[config.mk]
export PLATFORM = sky130hd
export DESIGN_NAME = trace_capture_buffer
export DESIGN_NICKNAME = d
export VERILOG_FILES = /design/src/rtl/trace_capture_buffer_pkg.sv /design/src/rtl/trace_half_tracker.sv /design/src/rtl/trace_capture_buffer.sv
export SDC_FILE = /design/constraint.sdc
export NUM_CORES = 1
export LEC_CHECK = 0
export ABC_CLOCK_PERIOD_IN_PS = 6800
export CORE_MARGIN = 2
export CORE_UTILIZATION = 47
export CTS_CLUSTER_SIZE = 25
export DETAILED_ROUTE_END_ITERATION = 7
export PLACE_DENSITY_LB_ADDON = 0.2
export SLEW_MARGIN = 25
export SYNTH_ARGS = -nofsm -noshare
export SYNTH_HDL_FRONTEND = slang
export SYNTH_HIERARCHICAL = 1
export SYNTH_SLANG_ARGS = --single-unit
[constraint.sdc]
create_clock -name clk -period 6.8 [get_ports clk]
set_input_delay 1.7 -clock clk [delete_from_list [all_inputs] [get_ports clk]]
set_output_delay 1.7 -clock clk [all_outputs]
set_load 0.05 [all_outputs]
[src/rtl/trace_capture_buffer_pkg.sv]
// Shared encodings for the trace capture buffer: the issue FSM and the
// per-half ping-pong lifecycle.
package trace_capture_buffer_pkg;

  typedef enum logic [1:0] {
    I_IDLE  = 2'd0,
    I_START = 2'd1,
    I_WAIT  = 2'd2
  } issue_state_t;

  typedef enum logic [1:0] {
    H_FREE     = 2'd0,
    H_FILLING  = 2'd1,
    H_SEALED   = 2'd2,
    H_DRAINING = 2'd3
  } half_state_t;

  // A half holds undrained data once sealed and until its job completes.
  function automatic logic half_busy(input half_state_t s);
    return (s == H_SEALED) || (s == H_DRAINING);
  endfunction

endpackage

[src/rtl/trace_half_tracker.sv]
// Tracks the lifecycle and sealed word count of the two buffer halves and
// picks the oldest sealed half for the next burst job.  Halves are always
// sealed alternately, so a toggling issue pointer yields oldest-first order.
module trace_half_tracker
  import trace_capture_buffer_pkg::*;
#(
  parameter int BufferAddrWidth = 10
) (
  input  logic                       clk,
  input  logic                       reset,
  input  logic                       wr_en,
  input  logic                       wr_half,
  input  logic                       seal_en,
  input  logic                       seal_half,
  input  logic [BufferAddrWidth-1:0] seal_size,
  input  logic                       issue_en,
  input  logic                       free_en,
  input  logic                       free_half,
  output logic [1:0]                 half0_state,
  output logic [1:0]                 half1_state,
  output logic                       issue_avail,
  output logic                       issue_half,
  output logic [BufferAddrWidth-1:0] issue_size
);

  half_state_t                state_q [2];
  logic [BufferAddrWidth-1:0] size_q  [2];
  logic                       next_q;

  // Per-half lifecycle; free and seal of different halves both apply.
  always_ff @(posedge clk) begin
    if (reset) begin
      state_q[0] <= H_FREE;
      state_q[1] <= H_FREE;
      next_q     <= 1'b0;
    end else begin
      for (int h = 0; h < 2; h++) begin
        if (free_en && free_half == 1'(h))
          state_q[h] <= H_FREE;
        else if (seal_en && seal_half == 1'(h))
          state_q[h] <= H_SEALED;
        else if (issue_en && next_q == 1'(h))
          state_q[h] <= H_DRAINING;
        else if (wr_en && wr_half == 1'(h) && state_q[h] == H_FREE)
          state_q[h] <= H_FILLING;
      end
      if (issue_en)
        next_q <= ~next_q;
    end
  end

  // Word count captured at seal time; pure data, no reset needed.
  always_ff @(posedge clk) begin
    if (seal_en)
      size_q[seal_half] <= seal_size;
  end

  assign half0_state = state_q[0];
  assign half1_state = state_q[1];
  assign issue_half  = next_q;
  assign issue_avail = (state_q[next_q] == H_SEALED);
  assign issue_size  = size_q[next_q];

endmodule

[src/rtl/trace_capture_buffer.sv]
// Ping-pong trace capture: words fill one half of the buffer RAM while the
// other half is handed to an AXI write engine as a burst job.  A flush seals
// a partial half and acknowledges once everything has drained.
module trace_capture_buffer
  import trace_capture_buffer_pkg::*;
#(
  parameter int BufferDataWidth = 32,
  parameter int BufferAddrWidth = 10,
  parameter int AXIAddrWidth    = 64
) (
  input  logic                       clk,
  input  logic                       reset,
  input  logic [AXIAddrWidth-1:0]    axi_base,
  input  logic                       trace_valid,
  input  logic [BufferDataWidth-1:0] trace_data,
  output logic                       trace_ready,
  input  logic                       flush,
  output logic                       flush_ack,
  output logic [BufferAddrWidth-1:0] buffer_addr,
  output logic [BufferDataWidth-1:0] buffer_wdata,
  output logic                       buffer_ce,
  output logic                       buffer_we,
  output logic                       start_valid,
  input  logic                       start_ready,
  output logic [BufferAddrWidth-1:0] data_ptr,
  output logic [BufferAddrWidth-1:0] data_size,
  output logic [AXIAddrWidth-1:0]    axi_offset,
  input  logic                       done_valid,
  output logic                       done_ready
);

  localparam int H = 2 ** (BufferAddrWidth - 1);
  localparam logic [BufferAddrWidth-1:0] HALF_WORDS = BufferAddrWidth'(H);
  localparam int WORD_BYTES = BufferDataWidth / 8;

  issue_state_t               state_q, state_d;
  logic                       fill_half_q;
  logic [BufferAddrWidth-1:0] fill_count_q;
  logic                       flush_pending_q;

  logic [1:0]                 half0_raw, half1_raw;
  half_state_t                s0, s1, cur_st, oth_st;
  logic                       open, accept, flush_take, seal_en, do_switch, drained;
  logic [BufferAddrWidth-1:0] eff_count;
  logic                       issue_en, issue_avail, issue_half, free_en;
  logic [BufferAddrWidth-1:0] issue_size;
  logic [AXIAddrWidth-1:0]    job_bytes;

  trace_half_tracker #(
    .BufferAddrWidth(BufferAddrWidth)
  ) u_tracker (
    .clk        (clk),
    .reset      (reset),
    .wr_en      (accept),
    .wr_half    (fill_half_q),
    .seal_en    (seal_en),
    .seal_half  (fill_half_q),
    .seal_size  (eff_count),
    .issue_en   (issue_en),
    .free_en    (free_en),
    .free_half  (data_ptr[BufferAddrWidth-1]),
    .half0_state(half0_raw),
    .half1_state(half1_raw),
    .issue_avail(issue_avail),
    .issue_half (issue_half),
    .issue_size (issue_size)
  );

  // Capture/seal/flush decisions; a flush seals whatever the accepted word
  // (if any) brings the count to, so a word+flush cycle yields one job.
  always_comb begin
    s0          = half_state_t'(half0_raw);
    s1          = half_state_t'(half1_raw);
    cur_st      = fill_half_q ? s1 : s0;
    oth_st      = fill_half_q ? s0 : s1;
    open        = (cur_st == H_FREE) || (cur_st == H_FILLING);
    trace_ready = !reset && open && !flush_pending_q;
    accept      = trace_valid && trace_ready;
    eff_count   = fill_count_q + {{(BufferAddrWidth-1){1'b0}}, accept};
    flush_take  = !reset && flush && !flush_pending_q;
    seal_en     = !reset && open &&
                  ((accept && eff_count == HALF_WORDS) ||
                   (flush_take && eff_count != '0));
    do_switch   = (seal_en || !open) && (oth_st == H_FREE);
    drained     = !half_busy(s0) && !half_busy(s1) && (state_q == I_IDLE);
    flush_ack   = !reset && flush_pending_q && drained;
  end

  assign buffer_ce    = accept;
  assign buffer_we    = accept;
  assign buffer_addr  = {fill_half_q, fill_count_q[BufferAddrWidth-2:0]};
  assign buffer_wdata = trace_data;

  // Fill position and flush bookkeeping.
  always_ff @(posedge clk) begin
    if (reset) begin
      fill_half_q     <= 1'b0;
      fill_count_q    <= '0;
      flush_pending_q <= 1'b0;
    end else begin
      if (do_switch) begin
        fill_half_q  <= ~fill_half_q;
        fill_count_q <= '0;
      end else begin
        fill_count_q <= eff_count;
      end
      if (flush_ack)
        flush_pending_q <= 1'b0;
      else if (flush_take)
        flush_pending_q <= 1'b1;
    end
  end

  // Issue FSM next-state and handshake outputs.
  always_comb begin
    state_d     = state_q;
    start_valid = 1'b0;
    done_ready  = 1'b0;
    issue_en    = 1'b0;
    free_en     = 1'b0;
    case (state_q)
      I_IDLE: begin
        if (issue_avail) begin
          issue_en = 1'b1;
          state_d  = I_START;
        end
      end
      I_START: begin
        start_valid = 1'b1;
        if (start_ready)
          state_d = I_WAIT;
      end
      I_WAIT: begin
        done_ready = 1'b1;
        if (done_valid) begin
          free_en = 1'b1;
          state_d = I_IDLE;
        end
      end
      default: state_d = I_IDLE;
    endcase
    if (reset) begin
      start_valid = 1'b0;
      done_ready  = 1'b0;
      issue_en    = 1'b0;
      free_en     = 1'b0;
    end
  end

  // Issue FSM state register.
  always_ff @(posedge clk) begin
    if (reset)
      state_q <= I_IDLE;
    else
      state_q <= state_d;
  end

  // Job descriptor latched on entry to I_START and held through it.
  always_ff @(posedge clk) begin
    if (issue_en) begin
      data_ptr  <= {issue_half, {(BufferAddrWidth-1){1'b0}}};
      data_size <= issue_size;
    end
  end

  assign job_bytes = AXIAddrWidth'(data_size) * AXIAddrWidth'(WORD_BYTES);

  // AXI destination advances past each accepted job, wrapping naturally.
  always_ff @(posedge clk) begin
    if (reset)
      axi_offset <= axi_base;
    else if (start_valid && start_ready)
      axi_offset <= axi_offset + job_bytes;
  end

endmodule
### Yosys cells after proc, flatten, opt, wreduce, memory -nomap -nowiden

Memories as Yosys holds them, arrays and structs flattened. A register that Yosys moved wholly into a read port is not among the register bits.
Index checks and enable logic that the tools add are counted.

* bits in registers: 80
* RAM bits: 24
* input port bits: 102
* output and inout port bits: 132
* memories: 2

* $add $sub $neg: 2
* equality and inequality tests: 12
* multiplexer cells: 68
* bitwise operators: 11
* reductions and logical operators: 44

Memory list
* u_tracker.size_q: depth 2, bits a word 10, rd ports 1, clocked after memory_dff 1, write ports 1, line trace_half_tracker.sv:27 `logic [BufferAddrWidth-1:0] size_q [2];`
* u_tracker.state_q: depth 2, bits a word 2, rd ports 3, clocked after memory_dff 1, write ports 2, line trace_half_tracker.sv:26 `half_state_t state_q [2];`

Operators by type and width (count)
* $mux W64: 2
* $add A64 B12 Y64: 1
* $mux W1: 52
* $mux W2: 13
* $logic_and A1 B1 Y1: 24
* $eq A2 B2 Y1 const B: 6
* $add A10 B1 Y10: 1
* $eq A10 B10 Y1 const B: 1
* $logic_not A2 Y1: 5
* $reduce_bool A10 Y1: 1
* $or A1 B1 Y1: 8
* $ne A2 B2 Y1 const B: 3
* $pmux W2 S3: 1
* $logic_not A1 Y1: 5
* $logic_or A1 B1 Y1: 5
* $eq A2 B1 Y1 const B: 2
* $reduce_or A2 Y1: 2
* $not A1 Y1: 3
* $reduce_and A3 Y1: 1
* $reduce_bool A2 Y1: 1

### Depth between registers and ports, before layout

An unclocked memory read counts as a cell.

* depth in word-level cells: 20
* depth in mapped cells: 13

### By module

The synthesis kept the hierarchy.

Modules (own cells, without submodules)
* trace_capture_buffer: times used 1, cells an instance 624, area an instance 5914.4 sq um, seq. area each 2532.4 sq um
* trace_half_tracker: times used 1, cells an instance 64, area an instance 1093.5 sq um, seq. area each 760.7 sq um

### Worst setup path before layout

No wires, ideal clock.

* path kind: input -> register
* start: input reset
* end: memory u_tracker/state_q[0][0] in the netlist's numbering (enable)
* setup time: 297 ps
* arrival: 6681 ps
* data required time: 6503 ps
* path slack: -178 ps
* cell stages on the path: 13
* buffers on the path: 1
* path through: clkbuf_1 -> nor4b_1 -> ha_1 -> ha_1 -> nand3_1 -> nor4_1 -> nor3_1 -> nor4_1 -> a22oi_1 -> a2111oi_0 -> nor2b_4 -> nor3_2 -> nand2_1

RTL lines
* from (decl): line trace_capture_buffer.sv:12 `input logic reset,`
* to (decl): line trace_half_tracker.sv:26

==> flow_metrics.tcl <==
set metrics [dict create \
    outcome "finished, final reports clean" \
    avgSynthCellArea_um2 10.19 \
    crit_slowest_cell "a2111oi_0" \
    grt_max_degree 111 \
    timing.rr.end "u_tracker/state_q[0][1]" \
    routed_wl_um 17600 \
    rr_worst_depth 13 \
    clk_latency_ns 0.41 \
    postCtsHoldBufs 0 \
    root_buffer "clkbuf_16" \
    vias 5664 \
    fin_nets 919 \
    place_congestion 0.8667 \
    row_count 44 \
    critPathMaxFanout 12 \
    htreeDepth 4 \
    antenna_found_initial 0 \
    powerDensity_mw_per_mm2 267.0 \
    n_antenna_cell 0 \
    fp.dieH_um 126.1 \
    period_needed_ns 5.391 \
    min_period_over_period_pct 79.27 \
    synth_seq_area_share_pct 46.99 \
    path_clk_slew_ns 0.05 \
    critPathTopFamily "simple AND/OR/NAND/NOR gates" \
    grt_remaining_overflow 0 \
    cp.depth 13 \
    cts_tree "done" \
    worst_slack_ns 1.409 \
    post-cts-setup-buffers 0 \
    hold_viol_final 0 \
    final.setup.tns_ns 0 \
    synth-edff-count 99 \
    path_cells "clkdlybuf4s50_1 -> nor4b_2 -> ha_1 -> ha_1 -> nand3_1 -> nor4_1 -> nor3_1 -> nor4_1 -> a22oi_1 -> a2111oi_0 -> nor2b_4 -> nor3_2 -> nand2_1" \
    ctsLongestPathBuffers 2 \
    die_area_mm2 0.01590 \
    syn_area_mm2 0.007008 \
    async_flop_share_pct 0 \
    cts_buffers 17 \
    skew_ns 0.005874 \
    drv_cap 0 \
    setup_viol 0 \
    port_buffers 160 \
    crit_end "u_tracker/state_q[0][1]" \
    regToRegStartpoint "fill_half_q" \
    worst_ep_required_time_ns 6.92 \
    maxSlewHeadroom_pct 32.49 \
    drt_pass1_iterations 5 \
    synth_cell_type_count 61 \
    cts_sinks 115 \
    reg2reg_slack_ns 2.18 \
    drt_iter0_markers 428 \
    start_util_pct 48.22 \
    arrival_ns 5.51 \
    drive_gt1_share_pct 9.091 \
    critPathLaunch "trace_valid" \
    peakVddDrop_v 0.0001565 \
    syn2layout_area_growth_pct 28.91 \
    slew_viol_final 0 \
    hold_path.class "flop to flop" \
    grt_pass1_wl_um 28190 \
    synth_seq_cells 115 \
    critical_path_class "primary input to flop" \
    grt_usage_pct 21.98 \
    cellLeakagePower_nw 3.150 \
    dieWidth_um 126.1 \
    core-area_mm2 0.01453 \
    wl_per_cell_um 17.63 \
    critPathCaptureType "flop" \
    drc_errors 0 \
    ant_nets 0 \
    grt_pass1_vias 5537 \
    place_hpwl_um 12490 \
    ys.flop_type "edfxtp_1" \
    critPathLaunchType "primary input" \
    vias_per_cell 5.675 \
    rsz0062_at_grt "false" \
    yosysWarnings 6 \
    cpPeakStageDelay_ns 0.58 \
    fmax_ghz 0.1855 \
    worst_pin_slew_ns 1.003 \
    critPathBufInv 1 \
    dp_slack_ns 1.033 \
    postCtsResizedCells 0 \
    io_pins 234 \
    synth_cells 688 \
]
## worst register-to-register path, stage by stage (launching register included)
cell and delay [ns]:
dfxtp_1 0.56, mux2_2 0.43, nor4b_2 0.33, ha_1 0.28, ha_1 0.20, nand3_1 0.18, nor4_1 0.37, nor3_1 0.11
nor4_1 0.46, a22oi_1 0.11, a2111oi_0 0.58, nor2b_4 0.49, nor3_2 0.09, nand2_1 0.12
## worst min path at each step
stage               cells after the start           to                  from  slack [ns]
global placement                        0  data_ptr[9]  u_tracker/issue_half        0.50
CTS                                     0  data_ptr[9]  u_tracker/issue_half        0.53
detailed placement                      0  data_ptr[9]  u_tracker/issue_half        0.52
global route                            0  data_ptr[9]  u_tracker/issue_half        0.54
finish                                  0  data_ptr[9]  u_tracker/issue_half        0.52
floorplan                               0  data_ptr[9]  u_tracker/issue_half        0.48
## power by group
| part | total (W) | switching, W | internal (W) |
|---|---|---|---|
| registers | 0.000906 | 0.0000687 | 0.000837 |
| clock network | 0.000933 | 0.000323 | 0.000610 |
| logic | 0.000573 | 0.000356 | 0.000216 |
## cell usage after synthesis, drive strengths merged, types with 4 or more instances
cell type   n  area [um^2]
nor4b      11        102.6
clkbuf     22        82.58
buf        58        436.7
and2        9        56.31
nand3      38        190.2
xnor2      36        315.3
nor2       38        150.1
or4        11        82.58
nor3       26        140.1
and4        4        35.03
nor4       15        93.84
nand4      12        90.09
o21ai      41        205.2
nand2      75        281.5
nor3b       6        45.04
mux2       23        289.0
and3        9        56.30
inv        18        67.56
nor2b      21        138.9
edfxtp     99         2973
o2111ai     4        35.03
o21a        4        30.03
xor2       17        148.9
dfxtp      16        320.3
a22oi      10        75.07
a21oi      10        50.05
nand2b      7        43.79
ha         14        175.2
## placed cells by master, fill, tap and decap left out, drive strengths merged, types with 7 or more instances in the layout
cell type,instances
nand3,38
clkdlybuf4s50,159
nand2,75
ha,14
and2,9
and3,9
nor2,38
clkbuf,18
buf,8
edfxtp,99
inv,19
nor3,26
xnor2,36
a22oi,10
a21oi,10
or4,11
nor4,15
nor2b,21
mux2,23
nand4,12
conb,9
o21ai,41
dfxtp,16
nor4b,11
xor2,17
nand2b,7
## sequential cells by signal, summed over array words and instances, names as in the netlist, named ones only
| signal | count |
|---|---|
| data_size | 10 |
| data_ptr | 1 |
| state_q | 2 |
| fill_count_q | 10 |
| u_tracker/issue_half | 1 |
| flush_pending_q | 1 |
| u_tracker/size_q | 20 |
| fill_half_q | 1 |
| axi_offset | 64 |
| u_tracker/state_q | 4 |
## per-stage QoR
step	hold WS (ns)	cells	total power (W)	util (%)	instance area, um^2
after global routing	0.5394	998	0.002503	62.16	9034
after detailed placement	0.5245	967	0.001490	57.90	8416
final	0.5206	998	0.002412	62.16	9034
after floorplan	0.4768	696	0.001344	-	7044
after CTS	0.5258	998	0.002426	62.13	9030
after global placement	0.5014	967	0.001478	57.90	8416
## layer usage
metal	vias to the layer above	global-route usage, %	share of wire [%]
met1	2730	28.04	43
met4	0	8.016	1.3
met3	32	5.565	6.9
met5	-	0	0
li1	2686	-	-
met2	216	36.34	48
## kinds of logic (layout without fill, tap and decap cells)
family          Yosys count  after routing  synth area share, %
mux                      26             26                4.553
xor+xnor                 53             53                6.624
other cells               1              9              0.05351
buf+inv                  98            216                8.373
flops                   115            115                46.99
simple gates            291            291                22.42
compound gates           89             89                8.195
fa+ha+maj                15             15                2.785
## final cells by class
type / instances / area [um^2]
Clock buffer: 18 / 429.2
Inverter: 18 / 67.56
Clock inverter: 13 / 185.2
Fill cell: 1191 / 5500
Multi-Input combinational cell: 483 / 3173
Sequential cell: 115 / 3293
Tap cell: 184 / 230.2
Timing Repair Buffer: 167 / 1655
Power figures use the tool's default switching activity.
